**config.mk**
```make
export PLATFORM = sky130hd
export DESIGN_NAME = uart_rx_sequencer_flat
export DESIGN_NICKNAME = d
export VERILOG_FILES = /design/src/rtl/uart_rx_sequencer_pkg.sv /design/src/rtl/uart_rx_sequencer_if.sv /design/src/rtl/uart_rx_sequencer_sync.sv /design/src/rtl/uart_rx_sequencer.sv /design/src/flat_wrapper.sv
export SDC_FILE = /design/constraint.sdc
export NUM_CORES = 1
export LEC_CHECK = 0
export BUFFER_PORTS_ARGS = -buffer_cell sky130_fd_sc_hd__buf_2
export CORE_MARGIN = 2
export CORE_UTILIZATION = 61
export CTS_CLUSTER_SIZE = 28
export DETAILED_ROUTE_END_ITERATION = 12
export GPL_ROUTABILITY_DRIVEN = 1
export GPL_TIMING_DRIVEN = 1
export PLACE_DENSITY = 0.87
export SKIP_LAST_GASP = 1
export SYNTH_ARGS = -nofsm -noshare
export SYNTH_HDL_FRONTEND = slang
export SYNTH_SLANG_ARGS = --single-unit
```
**constraint.sdc**
```tcl
create_clock -name CLK -period 4.05 [get_ports CLK]
set_clock_uncertainty 0.15 [all_clocks]
set_input_delay 0.405 -clock CLK [delete_from_list [all_inputs] [get_ports CLK]]
set_output_delay 0.405 -clock CLK [all_outputs]
set_load 0.005 [all_outputs]
```
**src/rtl/uart_rx_sequencer_pkg.sv**
```systemverilog
// Shared definitions for the UART receive sequencer: receiver mode constants,
// FSM state encodings and the number of BCLK strobes per 8N1 frame.
package uart_rx_sequencer_pkg;

   localparam logic IDLE_MODE = 1'b0;
   localparam logic BUSY_MODE = 1'b1;

   // 8 data bits plus the stop bit
   localparam int FRAME_BITS = 9;

   typedef enum logic [1:0] {
      S_IDLE  = 2'd0,
      S_START = 2'd1,
      S_DATA  = 2'd2,
      S_DONE  = 2'd3
   } state_t;

endpackage

```
**src/rtl/uart_rx_sequencer_if.sv**
```systemverilog
// Sequencer-to-receiver signal bundle. FERR exists only when
// UART_RX_FRAME_ERR_EN is defined.
interface uart_rx_sequencer_if;

   logic       ENABLE;
   logic       RX;
   logic       RX_SYNC;
   logic       STATE;
   logic       BCLK;
   logic       BREAK;
   logic [3:0] BIT_CNT;
`ifdef UART_RX_FRAME_ERR_EN
   logic       FERR;

   modport master (input ENABLE, RX, output RX_SYNC, STATE, BCLK, BREAK, BIT_CNT, FERR);
   modport slave  (output ENABLE, RX, input RX_SYNC, STATE, BCLK, BREAK, BIT_CNT, FERR);
`else
   modport master (input ENABLE, RX, output RX_SYNC, STATE, BCLK, BREAK, BIT_CNT);
   modport slave  (output ENABLE, RX, input RX_SYNC, STATE, BCLK, BREAK, BIT_CNT);
`endif

endinterface

```
**src/rtl/uart_rx_sequencer_sync.sv**
```systemverilog
// Two-flop synchroniser for the raw serial line; both flops reset to the
// idle-high line level so no false start is seen coming out of reset.
module uart_rx_sync (
   input  logic CLK,
   input  logic RESET,
   input  logic async_in,
   output logic sync_out
);

   logic meta;

   always_ff @(posedge CLK or posedge RESET) begin
      if (RESET) begin
         meta     <= 1'b1;
         sync_out <= 1'b1;
      end else begin
         meta     <= async_in;
         sync_out <= meta;
      end
   end

endmodule

```
**src/rtl/uart_rx_sequencer.sv**
```systemverilog
// Start-bit qualification and mid-bit BCLK generation for one 8N1 receive
// channel. Define UART_RX_FRAME_ERR_EN to add the FERR stop-bit check.
module uart_rx_sequencer
   import uart_rx_sequencer_pkg::*;
#(
   parameter int CLK_FREQ  = 50_000_000,
   parameter int BAUD_RATE = 115_200
) (
   input logic                 CLK,
   input logic                 RESET,
   uart_rx_sequencer_if.master bus
);

   localparam int CLKS_PER_BIT = CLK_FREQ / BAUD_RATE;
   localparam int HALF_BIT     = CLKS_PER_BIT / 2;
   localparam int CNT_W        = $clog2(CLKS_PER_BIT);

   if (CLKS_PER_BIT < 4) begin : g_bad_baud
      $error("uart_rx_sequencer: CLKS_PER_BIT must be at least 4");
   end

   state_t           state;
   logic [CNT_W-1:0] baud_cnt;
   logic             rx_sync;
   logic             state_q;
   logic             bclk_q;
   logic             break_q;
   logic [3:0]       bit_cnt_q;
`ifdef UART_RX_FRAME_ERR_EN
   logic             ferr_q;
`endif

   uart_rx_sync u_rx_sync (
      .CLK      (CLK),
      .RESET    (RESET),
      .async_in (bus.RX),
      .sync_out (rx_sync)
   );

   // BCLK for the 9th (stop) bit is high while the FSM sits in S_DONE, so
   // BREAK and FERR are loaded there and appear one cycle later, never
   // overlapping a strobe. STATE stays busy through the BREAK cycle.
   always_ff @(posedge CLK or posedge RESET) begin
      if (RESET) begin
         state     <= S_IDLE;
         baud_cnt  <= '0;
         bit_cnt_q <= '0;
         state_q   <= IDLE_MODE;
         bclk_q    <= 1'b0;
         break_q   <= 1'b0;
`ifdef UART_RX_FRAME_ERR_EN
         ferr_q    <= 1'b0;
`endif
      end else begin
         bclk_q  <= 1'b0;
         break_q <= 1'b0;
         case (state)
            S_IDLE: begin
               baud_cnt  <= '0;
               bit_cnt_q <= '0;
               state_q   <= IDLE_MODE;
               if (bus.ENABLE && !rx_sync) begin
                  state <= S_START;
               end
            end
            S_START: begin
               if (baud_cnt == CNT_W'(HALF_BIT - 1)) begin
                  baud_cnt <= '0;
                  if (!rx_sync) begin
                     state   <= S_DATA;
                     state_q <= BUSY_MODE;
                  end else begin
                     state <= S_IDLE;
                  end
               end else begin
                  baud_cnt <= baud_cnt + CNT_W'(1);
               end
            end
            S_DATA: begin
               if (baud_cnt == CNT_W'(CLKS_PER_BIT - 1)) begin
                  baud_cnt  <= '0;
                  bclk_q    <= 1'b1;
                  bit_cnt_q <= bit_cnt_q + 4'd1;
                  if (bit_cnt_q == 4'(FRAME_BITS - 1)) begin
                     state <= S_DONE;
                  end
               end else begin
                  baud_cnt <= baud_cnt + CNT_W'(1);
               end
            end
            S_DONE: begin
               break_q <= 1'b1;
               state   <= S_IDLE;
`ifdef UART_RX_FRAME_ERR_EN
               ferr_q  <= ~rx_sync;
`endif
            end
            default: begin
               state <= S_IDLE;
            end
         endcase
      end
   end

   assign bus.RX_SYNC = rx_sync;
   assign bus.STATE   = state_q;
   assign bus.BCLK    = bclk_q;
   assign bus.BREAK   = break_q;
   assign bus.BIT_CNT = bit_cnt_q;
`ifdef UART_RX_FRAME_ERR_EN
   assign bus.FERR    = ferr_q;
`endif

endmodule

```
**src/flat_wrapper.sv**
```systemverilog
// flat-port wrapper written by rule: the top's interface ports become plain ports
module uart_rx_sequencer_flat import uart_rx_sequencer_pkg::*;
#(
   parameter int CLK_FREQ  = 50_000_000,
   parameter int BAUD_RATE = 115_200
)
  (CLK, RESET, bus_ENABLE, bus_RX, bus_RX_SYNC, bus_STATE, bus_BCLK, bus_BREAK, bus_BIT_CNT);
  uart_rx_sequencer_if bus_i ();
  input logic CLK;
  input logic RESET;
  input wire logic [$bits(bus_i.ENABLE)-1:0] bus_ENABLE;
  input wire logic [$bits(bus_i.RX)-1:0] bus_RX;
  output wire logic [$bits(bus_i.RX_SYNC)-1:0] bus_RX_SYNC;
  output wire logic [$bits(bus_i.STATE)-1:0] bus_STATE;
  output wire logic [$bits(bus_i.BCLK)-1:0] bus_BCLK;
  output wire logic [$bits(bus_i.BREAK)-1:0] bus_BREAK;
  output wire logic [$bits(bus_i.BIT_CNT)-1:0] bus_BIT_CNT;
  assign bus_i.ENABLE = bus_ENABLE;
  assign bus_i.RX = bus_RX;
  assign bus_RX_SYNC = bus_i.RX_SYNC;
  assign bus_STATE = bus_i.STATE;
  assign bus_BCLK = bus_i.BCLK;
  assign bus_BREAK = bus_i.BREAK;
  assign bus_BIT_CNT = bus_i.BIT_CNT;
  uart_rx_sequencer #(.CLK_FREQ(CLK_FREQ), .BAUD_RATE(BAUD_RATE)) u_core (.CLK(CLK), .RESET(RESET), .bus(bus_i));
endmodule
```
==> flow_summary_export.csv, run 1 <==
group,metric,value,unit
sta,worst_slew_pin_slew,754,ps
synthesis,synthArstFlopShare,100,%
status,status,"finished, final reports clean",
grt,grt_overflow,0,
detailed_routing,first_iter_violations,21,
floorplan,pin_count,12,
synthesis,yosysWarnings,0,
clocking,htreeDepth,1,
synthesis,synthFlopType,"dfrtp_1",
placed_design,dp_cells,151,
pwr,p_comb_share,33.6,%
critical_path,path_class,"reg -> reg",
sta,fmax,473,MHz
pwr,switchingPower,0.210,mW
sta,timing.setup.tns,0,ps
sta,hold_viol_final,0,
grt,grt_usage,22.9,%
detailed_routing,route.detailed.drc,0,
pwr,p_per_area,474,nW/µm²
clocking,clock_latency,310,ps
critical_path,cp_num_buf_inv,1,
grt,grt_pass1_wl,3650,µm
critical_path,crit_start,"u_core.state[0]$_DFFE_PP0P_",
clocking,cts-root-buf,"clkbuf_4",
pwr,internal_power,0.406,mW
critical_path,worstReg2RegStart,"u_core.state[0]$_DFFE_PP0P_",
clocking,clock-sinks,20,
final_layout,area_growth,11.6,%
critical_path,worstPathRequired,4090,ps
sta,period_share,52.2,%
clocking,postCtsSetupRepairBufs,0,
final_layout,drive_gt1_share,15.4,%
critical_path,worst_setup_path_start_kind,"flip-flop",
critical_path,critPathTopFamily,"compound AO/OA/AOI/OAI gates",
grt,grt_max_degree,21,
synthesis,netlist_area,1160,µm²
synthesis,syn_nets,131,
sta,rsz0062_at_grt,"no",
synthesis,ys_ff_latch,20,
detailed_routing,vias,890,
grt,grt_pass1_vias,839,
critical_path,endpoint_kind,"flip-flop",
critical_path,crit_slowest_cell,"dfrtp_1",
hold_path,hold_depth,1,
clocking,clkTransAtPathRegs,120,ps
floorplan,die_y,47.7,µm
placed_design,portBuffers,11,
final_layout,antennaDiodeCount,0,
detailed_routing,viasPerCell,5.74,
hold_path,worstHoldStart,"bus_RX",
clocking,cts_made_buffers,3,
clocking,ctsHoldBuffers,0,
grt,antenna_found_initial,0,
synthesis,synthCells,116,
synthesis,synth_edf_count,0,
detailed_routing,post_drt_wl_per_cell,14.2,µm
clocking,cts_tree,"yes",
pwr,ir_worst_vdd,413,µV
pwr,pwr-share-clk,27.0,%
final_layout,layout_commonest_cell,"dfrtp_1",
critical_path,worstPathCellList,"inv_1 -> ha_1 -> a21boi_2 -> o21ai_0 -> o311ai_0",
critical_path,slowest_delay,440,ps
sta,relSlewSlack,49.7,%
floorplan,chipWidth,47.7,µm
critical_path,cp.depth,5,
final_layout,layout.cells.non_filler,155,
job,maxCapViolCount,0,
final_layout,post-route-util,73.6,%
synthesis,postSynthAreaPerCell,10.0,µm²
critical_path,r2r_cells,5,
placed_design,place_hpwl,1570,µm
pwr,p_leak,0.638,nW
synthesis,yosysUniqueCellTypes,33,
pwr,power,0.615,mW
sta,setup_viol,0,
placed_design,gp_congestion,0.796,
sta,holdWs,29.6,ps
clocking,clock_path_buffers,2,
critical_path,r2r_slack,1940,ps
sta,layout_min_cycle_time,2110,ps
detailed_routing,first_pass_iters,4,
pwr,switching_share,34.1,%
synthesis,yosysSeqAreaShare,43.2,%
floorplan,rows,15,
hold_path,hp-class,"in -> reg",
sta,timing.final.max_slew_violations,0,
hold_path,hold_path_end,"u_core.u_rx_sync.meta$_DFF_PP1_",
detailed_routing,routed_wl,2200,µm
critical_path,arrival,2150,ps
final_layout,layout.nets,146,
floorplan,start_util,66.0,%
final_layout,final_cell_mix,"18 x dfrtp_1, 11 x inv_1, 11 x ha_1, 11 x buf_2, 8 x nand2_1",
critical_path,regToRegEndpoint,"u_core.baud_cnt[2]$_DFFE_PP0P_",
clocking,cts_resized,0,
floorplan,coreArea,1760,µm²
detailed_routing,antenna_left,0,
critical_path,crit_path_max_fanout,8,
floorplan,die_area,2270,µm²
pwr,seq_power_share,39.4,%
==> power by group through the flow <==
stage / Combinational (mW) / Sequential (mW) / Clock, mW
floorplan: 0.161 / 0.242 / 0
global placement: 0.197 / 0.244 / 0
detailed placement: 0.205 / 0.246 / 0
CTS: 0.207 / 0.242 / 0.169
global route: 0.234 / 0.247 / 0.178
finish: 0.207 / 0.243 / 0.166
==> cells by family after synthesis <==
family                     share of synthesized area (%)
muxes                                               1.72
adders and majority gates                           11.8
AOI/OAI and AO/OA                                   11.6
xor gates and xnor gates                            4.52
DFF                                                 43.2
and+or+nand+nor                                     23.2
buffers and inverters                               3.87
==> stage by stage <==
step                area, µm²  worst slack [ps]
finish                   1300              1940
global placement         1250              2060
global route             1300              1730
CTS                      1300              1950
floorplan                1160              2110
detailed placement       1250              1990
==> worst max path at each step <==
stage                                                end  slack (ps)
after floorplan                                flip-flop        2110
after global placement                         flip-flop        2060
after detailed placement  u_core.baud_cnt[2]$_DFFE_PP0P_        1990
after CTS                 u_core.baud_cnt[2]$_DFFE_PP0P_        1950
after global routing      u_core.baud_cnt[2]$_DFFE_PP0P_        1730
final                     u_core.baud_cnt[2]$_DFFE_PP0P_        1940
==> Yosys cell counts, drive strengths merged, types with 3 or more instances <==
| cell | n | area share [%] |
|---|---|---|
| o21a | 5 | 3.2 |
| nand2b | 5 | 2.7 |
| o21ai | 7 | 3.0 |
| xor2 | 4 | 3.0 |
| nand3 | 6 | 2.6 |
| dfrtp | 18 | 39 |
| nor2 | 5 | 1.6 |
| nand4 | 3 | 1.6 |
| inv | 11 | 3.5 |
| ha | 11 | 12 |
| and2 | 3 | 1.6 |
| nand2 | 8 | 2.6 |
| nor3 | 3 | 1.3 |
==> final cells by class <==
class / instances / area (µm²)
Multi-Input combinational cell: 84 / 616
Sequential cell: 20 / 503
Fill cell: 136 / 465
Timing Repair Buffer: 11 / 55.1
Inverter: 11 / 41.3
Tap cell: 25 / 31.3
Clock inverter: 1 / 30.0
Clock buffer: 3 / 22.5
==> metal layers <==
layer | vias to the layer above | GRT usage (%) | wire (µm)
met4 | 0 | 7.57 | 30
met5 | - | 0 | 0
li1 | 432 | - | -
met2 | 20 | 38.6 | 1120
met3 | 5 | 4.53 | 66
met1 | 433 | 29.6 | 985
==> sequential cells by signal, indices dropped and copies added, names as in the netlist, named ones only <==
register and cells:
u_core.u_rx_sync.sync_out 1, u_core.u_rx_sync.meta 1, u_core.bus.STATE 1, u_core.bus.BREAK 1, u_core.bus.BIT_CNT 4, u_core.state 1
u_core.bus.BCLK 1, u_core.baud_cnt 9
(Power assumes the default switching activity.)
==> inputs of run 2 (changes only) <==
Settings changed: CORE_UTILIZATION 61 to 57, PLACE_DENSITY 0.87 to 0.83.
Clock period 4.05 ns to 2.2 ns, I/O delays scaled along.
==> run 2 against run 1 <==
  * First-iteration DRC count is 38% lower
  * Non-clock buffer count up 4
  * Power increased by 77%
  * Wire length up 4.0%
  * Worst hold slack improved by 190 ps
  * Die area up 6.4%
  * Final area grew 2.2%
  * Combinational power is 100% higher
  * Clock-buffer cell count is 1 higher
  * Utilization is 5.3 points lower
  * Critical path depth rose by 1
  * Maximum frequency increased by 3.0%
  * Critical path type unchanged
==> flow_summary_export.csv, run 2 (synthesized netlist as in run 1, its figures left out) <==
group,metric,value,unit
status,status,"finished, final reports clean",
clocking,cts-root-buf,"clkbuf_4",
hold_path,hold_path_end,"u_core.u_rx_sync.sync_out$_DFF_PP1_",
clocking,clock-sinks,20,
placed_design,portBuffers,11,
grt,antenna_found_initial,0,
grt,grt_pass1_wl,3990,µm
grt,grt_overflow,0,
pwr,p_leak,0.652,nW
detailed_routing,first_pass_iters,4,
pwr,p_per_area,819,nW/µm²
placed_design,gp_congestion,0.842,
sta,setup_viol,0,
sta,hold_viol_final,0,
final_layout,post-route-util,68.4,%
floorplan,die_area,2420,µm²
floorplan,start_util,59.9,%
grt,grt_max_degree,21,
clocking,htreeDepth,1,
detailed_routing,post_drt_wl_per_cell,14.2,µm
pwr,ir_worst_vdd,599,µV
sta,rsz0062_at_grt,"yes",
sta,period_share,93.3,%
floorplan,coreArea,1940,µm²
critical_path,arrival,2140,ps
sta,setup_slack,148,ps
detailed_routing,vias,901,
hold_path,hp-class,"reg -> reg",
final_layout,regMostFlops,"u_core.baud_cnt",
critical_path,crit_slowest_cell,"or4b_4",
detailed_routing,viasPerCell,5.60,
placed_design,dpl_cell_area,1260,µm²
clocking,clock_latency,310,ps
detailed_routing,route.detailed.drc,0,
floorplan,chipWidth,49.2,µm
clocking,clkTransAtPathRegs,110,ps
critical_path,endpoint_kind,"flip-flop",
final_layout,antennaDiodeCount,0,
clocking,cts_tree,"yes",
sta,holdWs,217,ps
placed_design,place_hpwl,1670,µm
critical_path,cp_num_buf_inv,1,
floorplan,die_y,49.2,µm
detailed_routing,antenna_left,0,
sta,worst_slew_pin_slew,750,ps
critical_path,worst_setup_path_start_kind,"flip-flop",
detailed_routing,routed_wl,2290,µm
clocking,cts_made_buffers,3,
final_layout,area_growth,14.1,%
critical_path,crit_path_max_fanout,7,
detailed_routing,first_iter_violations,13,
floorplan,rows,16,
placed_design,pre_cts_ws,131,ps
job,maxCapViolCount,0,
hold_path,hold_depth,0,
clocking,postCtsSetupRepairBufs,0,
critical_path,worstReg2RegStart,"u_core.baud_cnt[1]$_DFFE_PP0P_",
grt,grt_pass1_vias,891,
critical_path,path_class,"reg -> reg",
sta,relSlewSlack,49.9,%
sta,fmax,487,MHz
final_layout,largest_reg_flops,9,
final_layout,fin_area,1330,µm²
critical_path,worstPathCellList,"inv_1 -> ha_1 -> and4bb_1 -> a21boi_4 -> or4b_4 -> mux2i_1",
clocking,clock_path_buffers,2,
critical_path,slowest_delay,500,ps
grt,grt_usage,21.9,%
critical_path,r2r_cells,6,
final_layout,drive_gt1_share,16.4,%
critical_path,r2r_slack,150,ps
final_layout,layout_commonest_cell,"dfrtp_1",
hold_path,worstHoldStart,"u_core.u_rx_sync.meta$_DFF_PP1_",
final_layout,layout.nets,150,
critical_path,worstPathRequired,2280,ps
floorplan,pin_count,12,
sta,timing.final.max_slew_violations,0,
final_layout,final_cell_mix,"18 x dfrtp_1, 11 x inv_1, 11 x ha_1, 11 x buf_2, 8 x nand2_1",
pwr,power,1.09,mW
critical_path,crit_start,"u_core.baud_cnt[1]$_DFFE_PP0P_",
critical_path,critPathTopFamily,"simple AND/OR/NAND/NOR gates",
sta,layout_min_cycle_time,2050,ps
run 2: changes by cell type in the layout (fill, tap and decap cells not counted):
cell | before | now
clkbuf_8 | 0 | 1
a21boi_4 | 0 | 1
o311ai_1 | 0 | 1
buf_4 | 0 | 2
dlygate4sd3_1 | 0 | 2
bufinv_16 | 1 | 0
o311ai_0 | 1 | 0
a21boi_2 | 1 | 0
run 2: through the flow:
step	setup TNS [ps]	std cells
3_3_place_gp	0	155
6_report	0	161
5_1_grt	-19.8	161
4_1_cts	0	161
3_5_place_dp	0	155
2_1_floorplan	0	116
run 2: per-layer routing:
metal	routed length [µm]	global-route usage, %	vias to the layer above
met5	0	0	-
met4	56	11.4	0
met3	70	2.76	7
met2	1170	39.0	21
met1	990	25.6	433
li1	-	-	440
run 2: what timing repair did:
| item | CTS | global route |
|---|---|---|
| setup endpoints to repair | 0 | 1 |
| resized for setup | 0 | 2 |
| endpoints found under the hold margin | 19 | 0 |
| hold buffers | 2 | 0 |
run 2: worst max path at each step:
stage	endpoint	slack, ps	cells past startpoint
floorplan	flip-flop	260	6
global placement	flip-flop	230	6
detailed placement	u_core.baud_cnt[2]$_DFFE_PP0P_	130	5
CTS	u_core.baud_cnt[2]$_DFFE_PP0P_	50	5
global route	u_core.baud_cnt[0]$_DFFE_PP0P_	-10	7
finish	flip-flop	150	6
run 2: worst register-to-register path: cells and delay by family, from the launching register on:
family,cells,cell delay (ps)
fa+ha+maj,1,150
flops,1,440
simple gates,2,840
mux,1,190
compound gates,1,120
buf+inv,1,100
run 2: cell type report:
class / count / area (µm²)
multi-input cells: 84 / 623
fillers: 162 / 614
flip-flops and latches: 20 / 503
repair buffers: 15 / 90.1
inverters: 11 / 41.3
clock buffers: 4 / 36.3
well taps: 27 / 33.8
run 2: power breakdown:
part	internal, mW	total, mW	switching [mW]	leakage, nW
Sequential	0.407	0.450	0.0428	0.268
Clock	0.101	0.217	0.116	0.0210
Combinational	0.183	0.421	0.238	0.363
==> inputs of run 3 (changes only) <==
Settings changed: CORE_ASPECT_RATIO from default to 1.2.
==> run 3 against run 2 <==
  * Combinational power down 3%
  * Worst hold slack worse by 4.1 ps
  * Global-route usage up 0.32 points
  * Critical path depth unchanged
  * Power down 1.5%
  * Clock power about the same
  * Flip-flop and latch count unchanged
  * First-iteration DRC count down 15%
  * Clock-buffer cell count unchanged
  * Utilization up 0.84 points
==> flow_summary_export.csv, run 3 (synthesized netlist as in run 1, its figures left out) <==
group,metric,value,unit
pwr,internal_power,0.686,mW
critical_path,worstReg2RegStart,"u_core.baud_cnt[0]$_DFFE_PP0P_",
placed_design,gp_congestion,0.809,
final_layout,antennaDiodeCount,0,
final_layout,largest_reg_flops,9,
critical_path,worstPathRequired,2250,ps
floorplan,pin_count,12,
clocking,clock-sinks,20,
floorplan,rows,17,
grt,grt_pass1_wl,3800,µm
floorplan,start_util,61.5,%
final_layout,final_cell_mix,"18 x dfrtp_1, 11 x inv_1, 11 x ha_1, 11 x buf_2, 8 x nand2_1",
pwr,switching_share,35.9,%
detailed_routing,route.detailed.drc,0,
grt,grt_max_degree,21,
final_layout,layout_commonest_cell,"dfrtp_1",
placed_design,place_hpwl,1630,µm
pwr,pwr-share-clk,20.1,%
hold_path,hold_depth,0,
critical_path,path_class,"reg -> reg",
floorplan,chipWidth,45.2,µm
detailed_routing,post_drt_wl_per_cell,14.1,µm
final_layout,regMostFlops,"u_core.baud_cnt",
final_layout,layout.nets,150,
status,status,"finished, final reports clean",
clocking,cts_tree,"yes",
grt,grt_pass1_vias,878,
final_layout,post-route-util,69.2,%
critical_path,worstPathCellList,"inv_1 -> ha_1 -> nand4bb_1 -> o31a_1 -> or4b_4 -> mux2i_1",
placed_design,portBuffers,11,
detailed_routing,antenna_left,0,
pwr,seq_power_share,41.9,%
pwr,p_leak,0.650,nW
sta,worst_slew_pin_slew,734,ps
critical_path,crit_slowest_cell,"or4b_4",
pwr,p_comb_share,38.0,%
sta,timing.setup.tns,0,ps
critical_path,r2r_cells,6,
hold_path,hp-class,"reg -> reg",
detailed_routing,viasPerCell,5.83,
clocking,cts_made_buffers,3,
critical_path,crit_path_max_fanout,7,
critical_path,critPathTopFamily,"simple AND/OR/NAND/NOR gates",
critical_path,worst_setup_path_start_kind,"flip-flop",
pwr,switchingPower,0.385,mW
final_layout,area_growth,12.6,%
clocking,clkTransAtPathRegs,110,ps
clocking,clock_path_buffers,2,
detailed_routing,vias,892,
detailed_routing,first_pass_iters,4,
detailed_routing,first_iter_violations,11,
detailed_routing,routed_wl,2160,µm
floorplan,coreArea,1890,µm²
job,maxCapViolCount,0,
final_layout,nFillCells,145,
sta,setup_viol,0,
final_layout,drive_gt1_share,16.4,%
clocking,cts-root-buf,"clkbuf_4",
grt,grt_usage,22.3,%
critical_path,cp.depth,6,
pwr,p_per_area,817,nW/µm²
sta,hold_viol_final,0,
critical_path,cp_num_buf_inv,1,
floorplan,die_y,53.5,µm
pwr,ir_worst_vdd,471,µV
critical_path,endpoint_kind,"flip-flop",
sta,timing.final.max_slew_violations,0,
sta,fmax,494,MHz
clocking,htreeDepth,1,
critical_path,arrival,2080,ps
grt,grt_overflow,0,
sta,relSlewSlack,51.0,%
critical_path,crit_start,"u_core.baud_cnt[0]$_DFFE_PP0P_",
hold_path,worstHoldStart,"u_core.u_rx_sync.meta$_DFF_PP1_",
floorplan,die_area,2420,µm²
critical_path,slowest_delay,520,ps
sta,period_share,92.1,%
clocking,clock_latency,300,ps
sta,rsz0062_at_grt,"no",
grt,antenna_found_initial,0,
sta,layout_min_cycle_time,2030,ps
==> run 3: per-stage QoR <==
step	hold WS [ps]	setup WS, ps	total power [mW]	cells	cell area (µm²)
detailed placement	179	186	0.859	147	1250
global placement	175	247	0.838	147	1250
CTS	213	161	1.08	153	1310
finish	213	174	1.07	153	1310
global route	219	45.8	1.17	153	1310
floorplan	32.3	261	0.741	116	1160
==> run 3: power groups by stage <==
| stage | clock (mW) | combinational (mW) | sequential [mW] |
|---|---|---|---|
| 3_5_place_dp | 0 | 0.403 | 0.456 |
| 6_report | 0.215 | 0.407 | 0.449 |
| 4_1_cts | 0.221 | 0.411 | 0.449 |
| 5_1_grt | 0.237 | 0.471 | 0.458 |
| 2_1_floorplan | 0 | 0.296 | 0.446 |
| 3_3_place_gp | 0 | 0.388 | 0.450 |
==> run 3: path summary, 6_finish.rpt <==
path,to,slack [ps]
min in group asynchronous,async pin,420
min reg2reg,u_core.u_rx_sync.sync_out$_DFF_PP1_,210
max in group asynchronous,u_core.baud_cnt[0]$_DFFE_PP0P_,1020
min,u_core.u_rx_sync.sync_out$_DFF_PP1_,210
max reg2reg,flip-flop,170
max,flip-flop,170
==> run 3: repair_timing <==
| action | in CTS | in global routing |
|---|---|---|
| gates resized for setup | 0 | 0 |
| endpoints found under the setup margin | 0 | 0 |
| setup buffers | 0 | 0 |
| endpoints found under the hold margin | 19 | 0 |
| hold buffers | 2 | 0 |
==> run 3: layer usage <==
metal  GRT usage [%]  part of all wire [%]
met5               0                     0
met4            12.7                   2.7
met3            4.44                   2.6
met2            37.1                    51
met1            25.8                    43
==> run 3: cell type report <==
type	count	area (µm²)	share of cell area, %
Timing Repair Buffer	15	90.1	6.88
Inverter	11	41.3	3.15
Tap cell	19	23.8	1.81
Multi-Input combinational cell	84	616	47.0
Sequential cell	20	503	38.4
Clock buffer	4	36.3	2.77
